**src/rtl/clk_div_cfg_ctrl.sv**
```systemverilog
// rtl/clk_div_cfg_ctrl.sv - configuration sequencer for the programmable clock divider
// Validates period/high/phase requests and re-arms the divider through a timed reset pulse.
module clk_div_cfg_ctrl #(
  parameter int unsigned WIDTH      = 32,
  parameter int unsigned DEF_HIGH   = 1,
  parameter int unsigned DEF_LOW    = 1,
  parameter int unsigned RST_CYCLES = 2
) (
  input  logic             clk_i,
  input  logic             rst_n,
  input  logic             cfg_valid,
  output logic             cfg_ready,
  input  logic [WIDTH-1:0] cfg_period,
  input  logic [WIDTH-1:0] cfg_high,
  input  logic [WIDTH-1:0] cfg_phase,
  output logic             cfg_done,
  output logic             cfg_err,
  output logic [7:0]       err_cnt,
  output logic             running,
  output logic [WIDTH-1:0] div_high_count,
  output logic [WIDTH-1:0] div_low_count,
  output logic [WIDTH-1:0] div_wait_count,
  output logic             div_rst
);

  typedef enum logic [1:0] {APPLY, RUN, CHECK} state_t;

  localparam logic [7:0] HOLD_INIT = 8'(RST_CYCLES);

  state_t           state;
  logic [7:0]       hold;
  logic [WIDTH-1:0] sh_period;
  logic [WIDTH-1:0] sh_high;
  logic [WIDTH-1:0] sh_phase;
  logic             req_legal;

  // high < period and phase < period already imply period >= 1; period >= 2 is checked explicitly
  assign req_legal = (sh_period >= WIDTH'(2)) && (sh_high != '0) &&
                     (sh_high < sh_period) && (sh_phase < sh_period);

  always_ff @(posedge clk_i or negedge rst_n) begin
    if (!rst_n) begin
      state          <= APPLY;
      hold           <= HOLD_INIT;
      sh_period      <= '0;
      sh_high        <= '0;
      sh_phase       <= '0;
      div_high_count <= WIDTH'(DEF_HIGH);
      div_low_count  <= WIDTH'(DEF_LOW);
      div_wait_count <= '0;
      div_rst        <= 1'b1;
      cfg_ready      <= 1'b0;
      cfg_done       <= 1'b0;
      cfg_err        <= 1'b0;
      err_cnt        <= '0;
      running        <= 1'b0;
    end else begin
      cfg_done <= 1'b0;
      case (state)
        APPLY: begin
          if (hold <= 8'd1) begin
            state     <= RUN;
            div_rst   <= 1'b0;
            running   <= 1'b1;
            cfg_ready <= 1'b1;
            cfg_done  <= 1'b1;
          end else begin
            hold <= hold - 8'd1;
          end
        end
        RUN: begin
          if (cfg_valid && cfg_ready) begin
            sh_period <= cfg_period;
            sh_high   <= cfg_high;
            sh_phase  <= cfg_phase;
            cfg_ready <= 1'b0;
            state     <= CHECK;
          end
        end
        CHECK: begin
          if (req_legal) begin
            // counts move only together with the rising div_rst edge
            div_high_count <= sh_high;
            div_low_count  <= sh_period - sh_high;
            div_wait_count <= sh_phase;
            div_rst        <= 1'b1;
            running        <= 1'b0;
            cfg_err        <= 1'b0;
            hold           <= HOLD_INIT;
            state          <= APPLY;
          end else begin
            cfg_err   <= 1'b1;
            cfg_ready <= 1'b1;
            if (err_cnt != 8'hFF) begin
              err_cnt <= err_cnt + 8'd1;
            end
            state <= RUN;
          end
        end
        default: begin
          state <= APPLY;
          hold  <= HOLD_INIT;
        end
      endcase
    end
  end

endmodule

```
**config.mk**
```make
export PLATFORM = sky130hd
export DESIGN_NAME = clk_div_cfg_ctrl
export DESIGN_NICKNAME = d
export VERILOG_FILES = /design/src/rtl/clk_div_cfg_ctrl.sv
export SDC_FILE = /design/constraint.sdc
export NUM_CORES = 1
export LEC_CHECK = 0
export CAP_MARGIN = 20
export CORE_AREA = 3 3 144 146
export CTS_BUF_LIST = sky130_fd_sc_hd__clkbuf_4
export CTS_CLUSTER_DIAMETER = 200
export DETAILED_ROUTE_END_ITERATION = 10
export DIE_AREA = 0 0 147 149
export PLACE_DENSITY = 0.83
export SETUP_SLACK_MARGIN = 0.02
export SYNTH_ARGS = -nofsm -noshare
export SYNTH_HDL_FRONTEND = slang
export SYNTH_SLANG_ARGS = --single-unit
```
**constraint.sdc**
```tcl
create_clock -name clk_i -period 6.9 [get_ports clk_i]
set_input_delay 1.38 -clock clk_i [delete_from_list [all_inputs] [get_ports clk_i]]
set_output_delay 1.38 -clock clk_i [all_outputs]
set_load 0.03 [all_outputs]
```
==> results.toml <==
[timing]
hold_viol = 0
min_period_ns = 3.58
setup_viol = 0
rsz0062_at_grt = "false"
max_freq_ghz = 0.279
relSlewSlack = 0.329
fin_skew_ns = 0.0646
tns_ns = 0
min_period_over_period = 0.519
slew_violations = 0
worst_pin_slew_ns = 1.01

[pwr]
fin_total_pwr_uw = 6610
powerDensity_nw_per_um2 = 481
leakagePower_uw = 0.00635
irDropWorstVdd_uv = 209

[detailed_routing]
drc = 0
wl_per_cell_um = 17.8
vias = 8439
drtPass1Iterations = 4
wl_mm = 27.3
drt_iter0_markers = 504
dr_wl_met3_mm = 1.64
wl_met2_mm = 12.3
top_layer = "met5"
wl_met1_mm = 12.3
vias_per_cell = 5.51
ant_nets = 0

[worst_setup_path]
crit_type = "reg -> reg"
startpoint = "sh_period[4]"
worstSetupStartpointType = "register"
worst-path-max-fanout = 54
cp-end-kind = "register"
worst_ep_arrival_time_ns = 4.10
crit_required_ns = 7.42
r2r-start = "sh_period[4]"

[clock_network]
holdBufCountCts = 0
cts_buffers = 55
clock_path_buffers = 3
cts.sinks = 215
htreeDepth = 2
clk_latency_ns = 0.70
tritoncts = "yes"
post_cts.repair.setup_buffers = 0
cts-resized-gates = 0
path_clk_slew_ns = 0.06
root_buffer = "clkbuf_4"

[logic_synthesis]
syn_inst = 989
synth_area_leaders = "dfrtp_1 (49%), mux2_2 (13%), ha_1 (7.7%)"
avgSynthCellArea_um2 = 10.9
ys_async_sr_fraction = 1.00
syn-cell-area_um2 = 10800
synth_cell_types = 56
synth_top_area_frac = 0.491
synth_warnings = 0
synth_nets = 1155
ys.flop_type = "dfrtp_1"
synth_area_leader_cell = "dfrtp_1"
ys_seq_area_frac = 0.500
synth_seq_cells = 215
synth_edf_count = 0

[run_status]
status = "complete, no violations"

[global_routing]
grt_pass1_wl_mm = 43.6
antenna_found_initial = 2
grt_max_degree = 101
track_usage = 0.247
grt_pass1_vias = 8545
overflow = 0

[layout]
area_growth_pct = 27.6
finalNonFillerCells = 1531
fin_nets = 1387
fin_util = 0.703
drive_gt1_frac = 0.181

[floorplan]
dieHeight_um = 149
std_cell_rows = 51
initial_core_util = 0.551
core_um2 = 19500
fp.dieW_um = 147
die-area_um2 = 21900
ios = 208

[placement]
hpwl_mm = 20.0
gp_congestion = 0.934
portBuffers = 207
dp_cells = 1429

[worst_hold_path]
min-delay-start = "div_low_count[27]"
hp-class = "reg -> reg"

[run]
drv_cap = 0
-- final timing paths --
path / endpoint / slack (ns) / cells past startpoint
min reg2reg: div_low_count[27] / 0.50 / 2
max reg2reg: div_high_count[24] / 3.32 / 10
max in group asynchronous: div_high_count[30] / 4.74 / 2
min: div_low_count[27] / 0.50 / 2
max: div_high_count[24] / 3.32 / 10
min in group asynchronous: sh_high[2] / 0.64 / 1
-- power breakdown --
| part | internal (uW) | switching [uW] |
|---|---|---|
| Combinational | 1480 | 1900 |
| Sequential | 1730 | 437 |
| Clock | 550 | 519 |
| Total | 3760 | 2850 |
-- cell usage in the layout (no fill, tap or decap), types with 3 or more instances in the layout --
cell | Yosys | layout
dfstp_2 | 4 | 4
a21oi_1 | 46 | 46
clkinv_1 | 0 | 13
a21o_1 | 19 | 19
o21ai_0 | 84 | 84
nand4_1 | 17 | 17
ha_1 | 66 | 66
a211o_1 | 3 | 3
or2_2 | 3 | 3
dfrtp_1 | 211 | 211
nor3_1 | 11 | 11
o21a_1 | 8 | 8
mux2_2 | 121 | 121
nand3_1 | 16 | 16
o31ai_1 | 6 | 6
buf_4 | 0 | 6
xor2_1 | 12 | 12
a211oi_1 | 3 | 3
nor3b_1 | 3 | 3
inv_1 | 77 | 77
xnor2_1 | 26 | 26
nor4_1 | 26 | 26
nand2b_1 | 8 | 8
a31oi_1 | 8 | 8
nor2b_1 | 5 | 5
a21boi_0 | 3 | 3
clkbuf_4 | 0 | 83
and3_1 | 9 | 9
clkdlybuf4s50_1 | 0 | 206
nand2_1 | 87 | 87
nor2_1 | 35 | 34
-- area by class of cell --
type	count	area, um^2
clock buffer	83	623
antenna	2	5.00
fill	1453	5800
multi-input combinational	658	4900
clock inverter	17	70.1
tap	265	332
inverter	78	295
timing repair buffer	213	2120
sequential	215	5390
-- cells in the mapped netlist, drive strengths merged, types with 4 or more instances --
| library cell | count |
|---|---|
| dfrtp | 211 |
| mux2 | 121 |
| nand2 | 87 |
| o21ai | 85 |
| inv | 78 |
| ha | 66 |
| a21oi | 46 |
| nor2 | 35 |
| clkbuf | 26 |
| nor4 | 26 |
| xnor2 | 26 |
| a21o | 19 |
| nand4 | 17 |
| nand3 | 16 |
| buf | 12 |
| nor3 | 12 |
| xor2 | 12 |
| and3 | 9 |
| a31oi | 8 |
| nand2b | 8 |
| o21a | 8 |
| o31ai | 7 |
| nor2b | 5 |
| dfstp | 4 |
-- per-layer routing --
| layer | vias to the layer above | GRT usage |
|---|---|---|
| met4 | 2 | 0.108 |
| met5 | - | 0 |
| met1 | 4059 | 0.343 |
| met2 | 281 | 0.382 |
| li1 | 4035 | - |
| met3 | 62 | 0.0492 |
-- state kept, by name, indices dropped and copies added (netlist names), 8 cells and up --
register,cells
div_wait_count,32
sh_phase,32
sh_period,32
div_low_count,32
err_cnt,8
sh_high,32
div_high_count,32
hold,8
-- critical path, cell delays in order, from the launching register on --
cell and delay [ns]:
dfrtp_1 0.39, inv_1 0.08, ha_1 0.31, a21o_1 0.18, a2111oi_0 0.39, o21ai_1 0.17
a2111oi_2 0.43, o311ai_1 0.26, nor3_4 0.19, buf_4 0.56, mux2_2 0.41
-- logic make-up after synthesis --
group	count (synthesis)	share of synthesized area
AND/OR/NAND/NOR	226	0.101
adder cells (fa/ha/maj)	67	0.0786
flip-flops	215	0.500
XOR/XNOR	38	0.0309
buffers and inverters	116	0.0456
AO/OA/AOI/OAI	205	0.116
multiplexers	122	0.128
-- stage by stage --
stage	worst slack [ns]	cell area [um^2]	hold WS (ns)
after floorplan	4.05	10800	0.489
after global placement	3.43	13000	0.467
after detailed placement	3.37	13000	0.488
after CTS	3.31	13700	0.501
after global routing	3.10	13700	0.507
final	3.32	13700	0.501
Power figures use the tool's default switching activity.
